===== src/rtl/uart_rx_marco_if.sv =====
// Signal bundle between the oversample/line source and the UART receiver.
interface uart_rx_marco_if;
    logic       os_tick;
    logic       rx;
    logic [7:0] data;
    logic       data_valid;
    logic       frame_err;
    logic       marco_detected;
    logic       busy;

    modport master (
        output os_tick, rx,
        input  data, data_valid, frame_err, marco_detected, busy
    );

    modport slave (
        input  os_tick, rx,
        output data, data_valid, frame_err, marco_detected, busy
    );
endinterface


===== src/rtl/uart_rx_marco.sv =====
// 8N1 UART receiver at 16x oversampling with an optional "MARCO\n" sequence matcher.
// Define UART_RX_MARCO_MATCH_EN to build the matcher; otherwise marco_detected is tied low.
//
// state | meaning
// IDLE  | line idle, waiting for rx_s low on an os_tick
// START | counting to the middle of the start bit to reject glitches
// DATA  | sampling 8 data bits, one every 16 os_ticks, LSB first
// STOP  | sampling the stop bit; good byte or framing error
// BREAK | stop bit was low; waiting for the line to return high
module uart_rx_marco (
    input  logic            clk,
    input  logic            rst_n,
    uart_rx_marco_if.slave  bus
);

    typedef enum logic [2:0] {IDLE, START, DATA, STOP, BREAK} state_t;

    state_t     state;
    logic       rx_meta;
    logic       rx_s;
    logic [3:0] os_cnt;
    logic [2:0] bit_cnt;
    logic [7:0] shift_reg;
    logic [7:0] data_r;
    logic       data_valid_r;
    logic       frame_err_r;

`ifdef UART_RX_MARCO_MATCH_EN
    logic [2:0] match_idx;
    logic       marco_r;

    function automatic logic [7:0] marco_byte(input logic [2:0] idx);
        case (idx)
            3'd0:    marco_byte = 8'h4D;
            3'd1:    marco_byte = 8'h41;
            3'd2:    marco_byte = 8'h52;
            3'd3:    marco_byte = 8'h43;
            3'd4:    marco_byte = 8'h4F;
            default: marco_byte = 8'h0A;
        endcase
    endfunction

    assign bus.marco_detected = marco_r;
`else
    assign bus.marco_detected = 1'b0;
`endif

    assign bus.data       = data_r;
    assign bus.data_valid = data_valid_r;
    assign bus.frame_err  = frame_err_r;
    assign bus.busy       = (state != IDLE);

    // Synchronizer resets to the idle line level so reset never looks like a start bit.
    always_ff @(posedge clk or negedge rst_n) begin
        if (!rst_n) begin
            rx_meta <= 1'b1;
            rx_s    <= 1'b1;
        end else begin
            rx_meta <= bus.rx;
            rx_s    <= rx_meta;
        end
    end

    always_ff @(posedge clk or negedge rst_n) begin
        if (!rst_n) begin
            state        <= IDLE;
            os_cnt       <= 4'd0;
            bit_cnt      <= 3'd0;
            shift_reg    <= 8'h00;
            data_r       <= 8'h00;
            data_valid_r <= 1'b0;
            frame_err_r  <= 1'b0;
`ifdef UART_RX_MARCO_MATCH_EN
            match_idx    <= 3'd0;
            marco_r      <= 1'b0;
`endif
        end else begin
            data_valid_r <= 1'b0;
            frame_err_r  <= 1'b0;
`ifdef UART_RX_MARCO_MATCH_EN
            marco_r      <= 1'b0;
`endif
            if (bus.os_tick) begin
                case (state)
                    IDLE: begin
                        if (!rx_s) begin
                            state  <= START;
                            os_cnt <= 4'd0;
                        end
                    end
                    START: begin
                        if (os_cnt == 4'd7) begin
                            os_cnt  <= 4'd0;
                            bit_cnt <= 3'd0;
                            state   <= rx_s ? IDLE : DATA;
                        end else begin
                            os_cnt <= os_cnt + 4'd1;
                        end
                    end
                    DATA: begin
                        if (os_cnt == 4'd15) begin
                            os_cnt    <= 4'd0;
                            shift_reg <= {rx_s, shift_reg[7:1]};
                            bit_cnt   <= bit_cnt + 3'd1;
                            if (bit_cnt == 3'd7)
                                state <= STOP;
                        end else begin
                            os_cnt <= os_cnt + 4'd1;
                        end
                    end
                    STOP: begin
                        if (os_cnt == 4'd15) begin
                            os_cnt <= 4'd0;
                            if (rx_s) begin
                                data_r       <= shift_reg;
                                data_valid_r <= 1'b1;
                                state        <= IDLE;
`ifdef UART_RX_MARCO_MATCH_EN
                                if (shift_reg == marco_byte(match_idx)) begin
                                    if (match_idx == 3'd5) begin
                                        marco_r   <= 1'b1;
                                        match_idx <= 3'd0;
                                    end else begin
                                        match_idx <= match_idx + 3'd1;
                                    end
                                end else begin
                                    // A stray 'M' may itself begin a new sequence.
                                    match_idx <= (shift_reg == 8'h4D) ? 3'd1 : 3'd0;
                                end
`endif
                            end else begin
                                frame_err_r <= 1'b1;
                                state       <= BREAK;
`ifdef UART_RX_MARCO_MATCH_EN
                                match_idx   <= 3'd0;
`endif
                            end
                        end else begin
                            os_cnt <= os_cnt + 4'd1;
                        end
                    end
                    BREAK: begin
                        if (rx_s)
                            state <= IDLE;
                    end
                    default: state <= IDLE;
                endcase
            end
        end
    end

endmodule


===== src/flat_wrapper.sv =====
// flat-port wrapper written by rule: the top's interface ports become plain ports
module uart_rx_marco_flat 
  (clk, rst_n, bus_os_tick, bus_rx, bus_data, bus_data_valid, bus_frame_err, bus_marco_detected, bus_busy);
  uart_rx_marco_if bus_i ();
  input  logic clk;
  input  logic rst_n;
  input wire logic [$bits(bus_i.os_tick)-1:0] bus_os_tick;
  input wire logic [$bits(bus_i.rx)-1:0] bus_rx;
  output wire logic [$bits(bus_i.data)-1:0] bus_data;
  output wire logic [$bits(bus_i.data_valid)-1:0] bus_data_valid;
  output wire logic [$bits(bus_i.frame_err)-1:0] bus_frame_err;
  output wire logic [$bits(bus_i.marco_detected)-1:0] bus_marco_detected;
  output wire logic [$bits(bus_i.busy)-1:0] bus_busy;
  assign bus_i.os_tick = bus_os_tick;
  assign bus_i.rx = bus_rx;
  assign bus_data = bus_i.data;
  assign bus_data_valid = bus_i.data_valid;
  assign bus_frame_err = bus_i.frame_err;
  assign bus_marco_detected = bus_i.marco_detected;
  assign bus_busy = bus_i.busy;
  uart_rx_marco u_core (.clk(clk), .rst_n(rst_n), .bus(bus_i));
endmodule

===== config.mk =====
export PLATFORM = sky130hd
export DESIGN_NAME = uart_rx_marco_flat
export DESIGN_NICKNAME = d
export VERILOG_FILES = /design/src/rtl/uart_rx_marco_if.sv /design/src/rtl/uart_rx_marco.sv /design/src/flat_wrapper.sv
export SDC_FILE = /design/constraint.sdc
export NUM_CORES = 1
export LEC_CHECK = 0
export ABC_AREA = 0
export BUFFER_PORTS_ARGS = -buffer_cell sky130_fd_sc_hd__buf_4
export CAP_MARGIN = 20
export CORE_ASPECT_RATIO = 1.4
export CORE_MARGIN = 4
export CORE_UTILIZATION = 59
export CTS_BUF_LIST = sky130_fd_sc_hd__clkbuf_2
export DETAILED_ROUTE_END_ITERATION = 16
export PLACE_DENSITY = 0.85
export SLEW_MARGIN = 5
export SYNTH_ARGS = -nofsm -noshare
export SYNTH_HDL_FRONTEND = slang
export SYNTH_SLANG_ARGS = --single-unit
export TNS_END_PERCENT = 50

===== constraint.sdc =====
create_clock -name clk -period 2.34 [get_ports clk]
set_clock_uncertainty 0.05 [all_clocks]
set_input_delay 0.117 -clock clk [delete_from_list [all_inputs] [get_ports clk]]
set_output_delay 0.117 -clock clk [all_outputs]
set_load 0.05 [all_outputs]

* After elaboration in Yosys (flattened, before gate mapping) *
Cells that the tools add are included.
W data, S select, Z words.

storage, ports and cells
  flip-flop bits (word level) = 30
  bits in latches = 0
  memory bits (writable) = 0
  bits in read-only memories = 0
  memories = 0

cells by class
  $add $sub $neg = 2
  $mul = 0
  div/mod/pow operators = 0
  $lt $le $gt $ge = 0
  equality and inequality tests = 13
  shift-type cells = 0
  multiplexer cells = 24
  bitwise operators = 0
  reductions and logical operators = 10

operators with widths
  operator               count
  $mux W3                9
  $pmux W3 S5            1
  $mux W4                3
  $pmux W4 S3            1
  $ne A2 B1 Y1 const B   5
  $mux W1                8
  $reduce_and A4 Y1      2
  $reduce_and A7 Y1      1
  $eq A3 B2 Y1 const B   2
  $eq A3 B3 Y1 const B   2
  $pmux W3 S2            1
  $reduce_and A3 Y1      2
  $reduce_bool A3 Y1     2
  $add A4 B1 Y4 const B  1
  $eq A4 B3 Y1 const B   1
  $eq A4 B4 Y1 const B   1
  $add A3 B1 Y3 const B  1
  $eq A3 B1 Y1 const B   1
  $logic_not A3 Y1       1
  $mux W2                1
  $ne A2 B2 Y1 const B   1
  $reduce_bool A2 Y1     1
  $reduce_or A2 Y1       1

* Depth between registers and ports, before layout *
  depth after elaboration = 4
  gate-level depth with buffers = 7

* Worst setup path after synthesis *
No wires, ideal clock.

  kind = reg-to-reg
  start = register u_core.os_cnt[0]
  end = register u_core.bit_cnt[1]
  library setup time = 0.125 ns
  arrival time = 1.676 ns
  data required time = 2.165 ns
  slack = 0.489 ns
  cell stages (with the launch flop) = 7
  buffers on the path = 0
  path through = dfrtp_1 > ha_1 > and3_4 > nand2_2 > and3_1 > or3_4 > mux2_4

between the ends
  longest elaborated chain between the ends = 3
  elaborated cells on any way between the ends = 5
  classes of those cells = eq/ne (4); reduce/logical (1)

RTL lines
  element                                       line                                       source
  from (decl)                                   uart_rx_marco.sv:21                        logic [3:0] os_cnt;
  from (signal assigned)                        uart_rx_marco.sv:97                        os_cnt <= os_cnt + 4'd1;
  from (signal assigned)                        uart_rx_marco.sv:108                       os_cnt <= os_cnt + 4'd1;
  from (signal assigned)                        uart_rx_marco.sv:139                       os_cnt <= os_cnt + 4'd1;
  $eq A4 B4 Y1 or $eq A4 B3 Y1 (tied branches)  uart_rx_marco.sv:101, uart_rx_marco.sv:92
  $ne A2 B1 Y1 (no line)                        -
  $reduce_and A4 Y1 (no line) (*)               -
  to (signal assigned)                          uart_rx_marco.sv:104                       bit_cnt <= bit_cnt + 3'd1;
  to (decl)                                     uart_rx_marco.sv:22                        logic [2:0] bit_cnt;

Every way passes the cells marked *; elsewhere a longest branch is shown, timed or not.
A chain may end at the register's enable or synchronous reset.

* Worst setup path after layout *
Same ends and word-level chain as after synthesis.

==> run_results.csv <==
group,metric,value,unit
route,wl_per_cell,14.3,um
logic_synthesis,synth-seq-cells,30,
finish,area_growth_syn_to_layout,15.2,%
placement,portBuffers,14,
logic_synthesis,yosys.area.top_type,"dfrtp_1",
logic_synthesis,synth_top_cell_area_share,50.5,%
logic_synthesis,synth_edf_count,0,
placement,hpwl,1.52,mm
logic_synthesis,synth_area_per_cell,12.8,um^2
floorplan,initial_core_util,63.0,%
pwr,p_per_area,1000,mW/mm^2
route,wirelength,2.15,mm
logic_synthesis,netlist_area,0.00139,mm^2
cts,clock_path_buffers,2,
logic_synthesis,synth-compound-area-share,6.32,%
worst_setup_path,r2r_start,"u_core.os_cnt[0]",
logic_synthesis,ys_async_sr_fraction,100,%
logic_synthesis,yosysSeqAreaShare,54.3,%
sta,finalHoldViolCount,0,
sta,setup_tns,0,ps
logic_synthesis,synth_cells,108,
cts,clkSinkCount,30,
route,dr.pass1.iters,4,
floorplan,rows,20,
global_routing,first_global_vias,841,
placement,place_congestion,0.789,
sta,period_share,85.4,%
cts,clk_latency,350,ps
logic_synthesis,synth_most_common_cell,"dfrtp_1",
sta,rsz0062_at_grt,"false",
floorplan,die_w,49.0,um
logic_synthesis,synthXorXnorAreaFrac,1.26,%
cts,cts_resized,0,
min_path,worstHoldPathType,"in -> async",
cts,clk_pin_slew,160,ps
worst_setup_path,cp-end-kind,"flip-flop",
global_routing,grt_pass1_wl,3.91,mm
route,detail-route-antenna-nets,0,
cts,cts_tree,"built",
route,vias_per_cell,5.59,
worst_setup_path,cp-start-kind,"flip-flop",
worst_setup_path,worstSetupPathType,"reg -> reg",
worst_setup_path,crit_fanout,4,
pwr,leakage,0.825,nW
logic_synthesis,yosys_warnings,0,
cts,cts_made_buffers,5,
sta,holdWs,134,ps
worst_setup_path,ff2ff_path_depth,6,
sta,drv_slew,0,
logic_synthesis,synth_top_flop_cell,"dfrtp_1",
outcome,outcome,"complete, no violations",
finish,diodes,0,
cts,cts_root_buf,"clkbuf_2",
worst_setup_path,required,2550,ps
sta,layout_min_cycle_time,2000,ps
floorplan,die_h,65.4,um
run,max_cap_violations,0,
floorplan,core-area,0.00220,mm^2
logic_synthesis,ys_types,35,
worst_setup_path,r2r_setup_slack,340,ps
worst_setup_path,r2r_end,"u_core.bit_cnt[1]",
route,drc,0,
logic_synthesis,synth_top_family_by_area,"multiplexers",
global_routing,grt.total_usage,16.5,%
finish,final_area,0.00160,mm^2
logic_synthesis,yosys.area_share.simple,13.5,%
logic_synthesis,syn_nets,115,
floorplan,ios,16,
sta,fmax,500,MHz
placement,place_ws,357,ps
route,drtIter0Drc,12,
finish,nNetsFinal,135,
global_routing,overflow,0,
floorplan,dieArea,0.00320,mm^2
logic_synthesis,yosys-top-cells-area,"dfrtp_1 51%, mux2_2 15%, dfstp_2 3.8%",
worst_setup_path,crit_arrival,2210,ps
placement,place_area,0.00148,mm^2
logic_synthesis,synth.mux.area_fraction,18.3,%
global_routing,grt_max_degree,31,
route,via_count,844,
logic_synthesis,synth_fa_ha_area_share,2.71,%
global_routing,antenna_found_initial,0,
sta,setup_ws,341,ps
finish,drive_gt1_share,41.1,%
logic_synthesis,yosys-top-cells-count,"28 x dfrtp_1, 19 x mux2_2, 8 x nand2_1, 8 x nor2_1, 4 x o21ai_0",
sta,finalSetupViolCount,0,
cts,cts_htree_levels,2,
pwr,vdd_drop_max,1.02,mV
[report_power, final]
group / internal (mW) / switching [mW]
clock network: 0.285 / 0.170
logic: 0.210 / 0.238
registers: 0.579 / 0.114
total: 1.07 / 0.522
[area by class of cell]
| type | count | area (um^2) |
|---|---|---|
| multi-input combinational | 73 | 588 |
| tap | 22 | 27.5 |
| timing repair buffer | 17 | 135 |
| fill | 159 | 606 |
| inverter | 1 | 3.75 |
| clock buffer | 5 | 25.0 |
| clock inverter | 3 | 63.8 |
| sequential | 30 | 753 |
[what timing repair did]
| item | in CTS | in global routing |
|---|---|---|
| hold endpoints to repair | 32 | 0 |
| buffers inserted | 0 | 0 |
| hold buffers | 3 | 0 |
[worst max-delay path by stage]
stage | slack (ps) | cells after the start | end | from
after global routing | 240 | 4 | u_core.bus.data[6] | u_core.state[1]
after global placement | 410 | 6 | u_core.bit_cnt[1] | u_core.os_cnt[0]
after detailed placement | 360 | 6 | u_core.bit_cnt[1] | u_core.os_cnt[0]
final | 340 | 6 | u_core.bit_cnt[1] | u_core.os_cnt[0]
after floorplan | 490 | 6 | u_core.bit_cnt[1] | u_core.os_cnt[0]
after CTS | 350 | 6 | u_core.bit_cnt[1] | u_core.os_cnt[0]
[placed cells by master, fill, tap and decap left out, types with 2 or more instances in the layout]
cell	synthesis	layout
and3_1	3	3
buf_4	1	14
bufinv_16	0	2
clkbuf_2	0	5
dfrtp_1	28	28
dfstp_2	2	2
dlygate4sd3_1	0	3
ha_1	3	3
mux2_2	19	19
mux2_4	2	2
nand2_1	8	8
nor2_1	8	8
nor3_1	3	3
o21ai_0	4	4
o21bai_2	2	2
[kinds of logic after synthesis]
| group | count (synthesis) |
|---|---|
| AOI/OAI and AO/OA | 12 |
| xor gates and xnor gates | 2 |
| adders and majority gates | 3 |
| buffers and inverters | 5 |
| DFF | 30 |
| muxes | 22 |
| other | 1 |
| and+or+nand+nor | 33 |
[per-stage QoR]
step	total power [mW]	util [%]	instances
after global placement	1.13	67.1	140
after CTS	1.62	72.5	151
after detailed placement	1.15	67.1	140
after floorplan	1.09	-	108
final	1.60	72.5	151
after global routing	1.71	72.5	151
[critical path, cell delays in order, from the launching register on]
cell	delay [ps]
dfrtp_1	430
ha_1	230
and3_4	220
nand2_2	50
and3_1	200
or3_4	420
mux2_4	310
[routing by layer]
| metal | up-vias | GRT usage [%] | wire [um] |
|---|---|---|---|
| met5 | - | 0 | 0 |
| met4 | 0 | 8.08 | 49 |
| met3 | 5 | 7.26 | 97 |
| met2 | 15 | 25.8 | 1070 |
| met1 | 405 | 19.0 | 937 |
| li1 | 419 | - | - |
Power figures use the tool's default switching activity.
